<file path="config.mk">
export PLATFORM = sky130hd
export DESIGN_NAME = f1_light_timer
export DESIGN_NICKNAME = d
export VERILOG_FILES = /design/src/rtl/f1_pkg.sv /design/src/rtl/f1_lfsr7.sv /design/src/rtl/f1_light_timer.sv
export SDC_FILE = /design/constraint.sdc
export NUM_CORES = 1
export LEC_CHECK = 0
export BUFFER_PORTS_ARGS = -buffer_cell sky130_fd_sc_hd__buf_4
export CELL_PAD_IN_SITES_DETAIL_PLACEMENT = 0
export CELL_PAD_IN_SITES_GLOBAL_PLACEMENT = 1
export CORE_UTILIZATION = 40
export CTS_BUF_LIST = sky130_fd_sc_hd__clkbuf_2
export DETAILED_ROUTE_END_ITERATION = 7
export GPL_TIMING_DRIVEN = 0
export PLACE_DENSITY_LB_ADDON = 0.08
export SLEW_MARGIN = 20
export SYNTH_ARGS = -nofsm -noshare
export SYNTH_HDL_FRONTEND = slang
export SYNTH_SLANG_ARGS = --single-unit
</file>
<file path="constraint.sdc">
create_clock -name clk -period 2.9 [get_ports clk]
set_input_delay 0.145 -clock clk [delete_from_list [all_inputs] [get_ports clk]]
set_output_delay 0.145 -clock clk [all_outputs]
set_load 0.02 [all_outputs]
</file>
<file path="src/rtl/f1_pkg.sv">
// Shared types and constants for the F1 start-light timing back-end.
package f1_pkg;

    // Default prescaler width (cycles per base tick).
    localparam int DEF_TICK_W = 16;

    // Width of the random generator and of the delay counter fed from it.
    localparam int LFSR_BITS = 7;

    // Non-zero seed; an all-zero LFSR would never leave zero.
    localparam logic [LFSR_BITS-1:0] LFSR_SEED = 7'b000_0001;

    // Feedback taps giving a maximal-length (127-state) sequence.
    localparam int LFSR_TAP_HI = 6;
    localparam int LFSR_TAP_LO = 5;

    // Delay FSM: waiting for a start edge, or counting down a random delay.
    typedef enum logic {
        IDLE  = 1'b0,
        COUNT = 1'b1
    } delay_state_e;

    // One LFSR step: shift left, feed back the XOR of the two taps.
    function automatic logic [LFSR_BITS-1:0] lfsr_next(input logic [LFSR_BITS-1:0] cur);
        return {cur[LFSR_BITS-2:0], cur[LFSR_TAP_HI] ^ cur[LFSR_TAP_LO]};
    endfunction

endpackage

</file>
<file path="src/rtl/f1_lfsr7.sv">
// Free-running 7-bit maximal-length LFSR. Advances on every clock edge and
// is reusable by any block that needs a cheap pseudo-random value.
module f1_lfsr7
    import f1_pkg::*;
(
    input  logic                 clk,
    input  logic                 rst,
    output logic [LFSR_BITS-1:0] value
);

    // Shift register: seeded on reset, then steps every cycle unconditionally.
    // NOTE: state registers use non-blocking (<=) so every flop samples the
    // pre-edge values, independent of statement order.
    always_ff @(posedge clk or posedge rst) begin
        if (rst) begin
            value <= LFSR_SEED;
        end else begin
            value <= lfsr_next(value);
        end
    end

endmodule

</file>
<file path="src/rtl/f1_light_timer.sv">
// Timing back-end for the F1 start-light sequencer.
// - A shared prescaler turns clk into base ticks of tick_period cycles.
// - While cmd_seq is high, each tick becomes an en_out step pulse.
// - A rising edge on cmd_delay captures the current LFSR value D and, D ticks
//   later, time_out pulses once ("lights out").
module f1_light_timer
    import f1_pkg::*;
#(
    parameter int TICK_W = DEF_TICK_W,
    parameter int LFSR_W = LFSR_BITS   // fixed by the LFSR taps; keep at 7
) (
    input  logic              clk,
    input  logic              rst,
    input  logic [TICK_W-1:0] tick_period,
    input  logic              cmd_seq,
    input  logic              cmd_delay,
    output logic              en_out,
    output logic              time_out,
    output logic              busy,
    output logic [LFSR_W-1:0] delay_value
);

    // ------------------------------------------------------------------
    // Random source
    // ------------------------------------------------------------------
    logic [LFSR_W-1:0] lfsr_value;

    f1_lfsr7 u_lfsr (
        .clk   (clk),
        .rst   (rst),
        .value (lfsr_value)
    );

    // ------------------------------------------------------------------
    // Prescaler
    // ------------------------------------------------------------------
    // pre_live says pre_cnt holds a count in flight. When it is clear the
    // prescaler is "held at P-1": the reload value is taken straight from
    // tick_period, so the reset value needs no dependency on an input.
    delay_state_e      state_q;
    delay_state_e      state_d;
    logic [TICK_W-1:0] period_m1;
    logic [TICK_W-1:0] pre_cnt;
    logic [TICK_W-1:0] pre_cur;
    logic              pre_live;
    logic              run;
    logic              tick;

    // Reload value P-1, with a programmed period of 0 behaving as 1.
    always_comb begin
        if (tick_period == '0) begin
            period_m1 = '0;
        end else begin
            period_m1 = tick_period - TICK_W'(1);
        end
    end

    // The prescaler is shared between step pulses and the delay countdown.
    assign run     = cmd_seq | (state_q == COUNT);
    assign pre_cur = pre_live ? pre_cnt : period_m1;
    assign tick    = run & (pre_cur == '0);

    // Prescaler count: held while idle, counts down and reloads on each tick.
    always_ff @(posedge clk or posedge rst) begin
        if (rst) begin
            pre_cnt  <= '0;
            pre_live <= 1'b0;
        end else if (!run) begin
            pre_live <= 1'b0;
        end else begin
            pre_live <= 1'b1;
            if (tick) begin
                pre_cnt <= period_m1;
            end else begin
                pre_cnt <= pre_cur - TICK_W'(1);
            end
        end
    end

    // ------------------------------------------------------------------
    // Step pulses and start-edge detection
    // ------------------------------------------------------------------
    logic cmd_delay_q;
    logic start;

    assign start = cmd_delay & ~cmd_delay_q;

    // en_out follows the tick only while cmd_seq is still requested, so a
    // dropped cmd_seq never emits a late pulse; cmd_delay is delayed for edges.
    always_ff @(posedge clk or posedge rst) begin
        if (rst) begin
            en_out      <= 1'b0;
            cmd_delay_q <= 1'b0;
        end else begin
            en_out      <= tick & cmd_seq;
            cmd_delay_q <= cmd_delay;
        end
    end

    // ------------------------------------------------------------------
    // Delay FSM
    // ------------------------------------------------------------------
    logic [LFSR_W-1:0] delay_cnt;
    logic [LFSR_W-1:0] delay_cnt_d;
    logic [LFSR_W-1:0] delay_value_d;
    logic              time_out_d;

    // Next state: capture D on a start edge in IDLE, count ticks down in
    // COUNT, and fire time_out on the tick that consumes the last one.
    // NOTE: every variable gets a default before the case, so no path leaves
    // one unassigned and no latch is inferred.
    always_comb begin
        state_d       = state_q;
        delay_cnt_d   = delay_cnt;
        delay_value_d = delay_value;
        time_out_d    = 1'b0;
        case (state_q)
            IDLE: begin
                if (start) begin
                    delay_cnt_d   = lfsr_value;
                    delay_value_d = lfsr_value;
                    state_d       = COUNT;
                end
            end
            COUNT: begin
                // Start edges are deliberately ignored here: no restart.
                if (tick) begin
                    if (delay_cnt == LFSR_W'(1)) begin
                        time_out_d = 1'b1;
                        state_d    = IDLE;
                    end else begin
                        delay_cnt_d = delay_cnt - LFSR_W'(1);
                    end
                end
            end
            default: begin
                state_d = IDLE;
            end
        endcase
    end

    // FSM state and its registered outputs.
    always_ff @(posedge clk or posedge rst) begin
        if (rst) begin
            state_q     <= IDLE;
            delay_cnt   <= '0;
            delay_value <= '0;
            time_out    <= 1'b0;
        end else begin
            state_q     <= state_d;
            delay_cnt   <= delay_cnt_d;
            delay_value <= delay_value_d;
            time_out    <= time_out_d;
        end
    end

    assign busy = (state_q == COUNT);

endmodule

</file>
==> metrics.md <==
| Metric | Value |
|---|---|
| Initial core utilization | 41.9% |
| Fmax | 0.353 GHz |
| Maximum fanout along the worst path | 10 |
| Run status | finished clean |
| Largest net degree at the start of global routing | 33 |
| DRT Pass-1 Iters | 5 |
| First-pass GRT wire length | 16.8 mm |
| Initial antenna violation count | 0 |
| Fill cell total of the finished layout | 798 |
| # setup viols final | 0 |
| Synthesized flop and latch total | 42 |
| H-tree levels | 2 |
| Worst-skew pair later-pin latency | 0.44 ns |
| Cell count after synthesis | 397 |
| Compound-cell area share of the yosys netlist | 23.3% |
| Power per unit of standard cell area | 468 nW/µm² |
| Number of sinks driven by the clock tree | 42 |
| Relative slew slack | 40.7% |
| Post-synth EDFFs | 0 |
| Number of nets at the end of the flow | 469 |
| Estimated wirelength of the detail-placed design | 7.29 mm |
| Relative area change from synthesis to final layout | 22.3% |
| Die Y | 92.7 µm |
| Max Cap Viol | 0 |
| Count of inserted antenna diode cells | 0 |
| Die area | 8580 µm² |
| Critical setup path kind | in -> reg |
| Number of failing hold endpoints at the final stage | 0 |
| Register clock-pin slew on the reported worst setup and hold paths | 0.23 ns |
| Depth of the worst register-to-register path | 9 |
| Fraction of final layout cells with drive strength greater than 1 | 24.7% |
| Xor and xnor area share after synthesis | 2.93% |
| DRC errors left | 0 |
| Min Tclk post-route | 2.84 ns |
| Total routing usage reported by global routing | 25.0% |
| Die boundary width | 92.7 µm |
| Worst reg-to-reg setup slack | 0.11 ns |
| Via count | 3340 |
| Distinct cells, synth | 74 |
| Hold-critical path depth | 4 |
| Post-Syn Nets | 422 |
| Sum of routed wire length over all layers | 10.0 mm |
| Synth warnings | 0 |
| Floorplan core area | 7850 µm² |
| Number of instances in the placed design | 526 |
| Part of the cycle the worst path needs | 97.8% |
| Post-detailed-route wirelength per cell | 18.4 µm |
| Adder-Cell Fraction of Synth Area | 1.90% |
| FF/Latch Area | 1050 µm² |
| Data required, critical path | 3.24 ns |
| Count of routing violations after the opening detailed-route iteration | 210 |
| Synth Area per Inst | 8.28 µm² |
| Detail Route Antenna Nets | 0 |
| Top cells by area, synth | dfrtp_1 (31%), nor2_1 (4.9%), mux2_2 (4.1%) |
| Leading register cell type out of synthesis | dfrtp_1 |
| Setup repair after global routing missed its margin | no |
| Routability-driven placement congestion ratio | 0.856 |
| Area of combinational cells with multiple inputs | 2140 µm² |
| Count of pins over their slew limit | 0 |
| Area share of the leading cell type in the synthesized netlist | 31.2% |
| Ports | 30 |
| Maximum ir drop on the vdd rail | 0.000292 V |
| Post-synthesis simple-gate area fraction | 30.0% |
| Transition time of the tightest slew-check pin | 0.882 ns |
| GRT Residual Overflow | 0 |
| TritonCTS clock tree | yes |
| CTS Root Buffer Type | clkbuf_2 |
| Leakage power summed over all cells | 0.00162 µW |
| Non-filler instance count after layout | 547 |
| Buffers on Ports | 26 |
| Leading area contributor after synthesis | dfrtp_1 |
| WP data arrival | 3.18 ns |
| Main combinational cell family by area after synthesis | simple AND/OR/NAND/NOR gates |
| Critical Path End Type | flip-flop |
| Total clock buffers created by CTS | 5 |
| Vias per cell | 6.11 |
| Share of synthesized flip-flops with an asynchronous set or reset | 100% |
| Total standard cell area after synthesis | 3290 µm² |
| Via count of the first global-routing pass | 3218 |
| Nature of the critical path startpoint | input port |
| Proportion of synthesized chip area in sequential cells | 32.0% |
| CTS max path bufs | 2 |
| Post-route worst hold slack | 0.0335 ns |
| Hold/Removal Path Class | in -> reg |
| Number of rows in the core area | 32 |
| Share of synthesized area spent on multiplexers | 4.72% |
| Final clock skew | 0.0237 ns |
[through the flow]
step,worst slack (ns),total power (µW),util [%],cell area (µm²),setup TNS [ns]
2_1_floorplan,-0.224,1260,-,3380,-2.92
3_3_place_gp,-1.06,1400,47.1,3700,-22.85
3_5_place_dp,-0.990,1420,47.4,3720,-21.99
4_1_cts,0.0422,1880,50.8,3990,0
5_1_grt,0.00212,2000,51.2,4020,0
6_report,0.0643,1880,51.2,4020,0
[critical path: stages]
cell	delay, ns
buf_4	0.14
inv_2	0.07
ha_4	0.19
or4b_4	0.51
buf_4	0.19
nor4_1	0.38
o31ai_1	0.27
o21ai_2	0.27
nand2_1	0.09
nor4_2	0.57
nand2_1	0.14
o22a_1	0.20
[cells by family (layout without fill, tap and decap cells)]
family	Yosys count	after routing
multiplexers	14	14
flip-flops	42	42
XOR/XNOR	11	11
AND/OR/NAND/NOR	177	177
AO/OA/AOI/OAI	109	109
buffers and inverters	39	87
adder cells (fa/ha/maj)	5	5
[power breakdown]
| part | internal [µW] | switching, µW | total [µW] |
|---|---|---|---|
| combinational | 295 | 305 | 600 |
| clock | 234 | 218 | 452 |
| sequential | 698 | 134 | 831 |
| total | 1230 | 656 | 1880 |
[repair_timing]
item | 4_1_cts | 5_1_grt
setup endpoints to repair | 26 | 25
gates resized for setup | 17 | 11
pin swaps | 6 | 10
gates cloned | 1 | 0
hold buffers | 3 | 0
buffers inserted | 11 | 4
endpoints found under the hold margin | 43 | 0
[Yosys cell counts (all sizes together) (3+ instances only)]
cell type  count
a211o          4
a211oi        15
a21oi         15
a22oi          6
a31oi          5
and2           5
and3           9
buf            9
clkbuf        16
dfrtp         41
ha             5
inv           14
mux2          12
nand2         26
nand2b         9
nand3         18
nand4          7
nor2          45
nor2b          5
nor3          14
nor4           9
nor4b          3
o211ai         6
o21ai         25
o22ai          4
o311ai         3
o31ai          5
or2            3
or3            8
or4            6
xnor2          7
xor2           4
[cell usage in the layout (no fill, tap or decap), types with 8 or more instances in the layout]
cell type / count
nor2_1: 41
dfrtp_1: 40
buf_4: 39
nand2_1: 25
o21ai_0: 21
nand3_1: 17
a21oi_1: 14
nor3_1: 13
a211oi_1: 12
mux2_2: 12
inv_1: 11
nand2b_1: 9
clkbuf_1: 8
or3_1: 8
and3_1: 8
[worst paths after layout]
check                                     start         endpoint
worst min register to register  u_lfsr.value[1]  u_lfsr.value[2]
max in group asynchronous                   rst  u_lfsr.value[0]
worst max register to register         pre_live       pre_cnt[1]
worst min-delay path             tick_period[0]       pre_cnt[0]
min in group asynchronous                   rst       pre_cnt[6]
worst max-delay path             tick_period[1]             busy
[state kept, by name, indices dropped and copies added (netlist names)]
register,cells
busy,1
delay_cnt,7
en_out,1
time_out,1
cmd_delay_q,1
u_lfsr.value,7
pre_cnt,16
delay_value,7
pre_live,1
[cell type report]
cell class	instances	area share, %
tap	102	3.17
buffer	19	3.67
clock buffer	5	0.622
sequential	42	26.2
timing repair buffer	46	9.99
multi-input combinational	316	53.3
inverter	14	1.37
clock inverter	3	1.71
[metal layers]
metal  vias up  GRT usage (%)  wire [µm]
li1       1592              -          -
met1      1613           37.6       5050
met2       120           37.2       4280
met3        15           3.86        561
met4         0           6.15        142
met5         -              0          0
No activity file was read; power rests on OpenSTA's default activity.
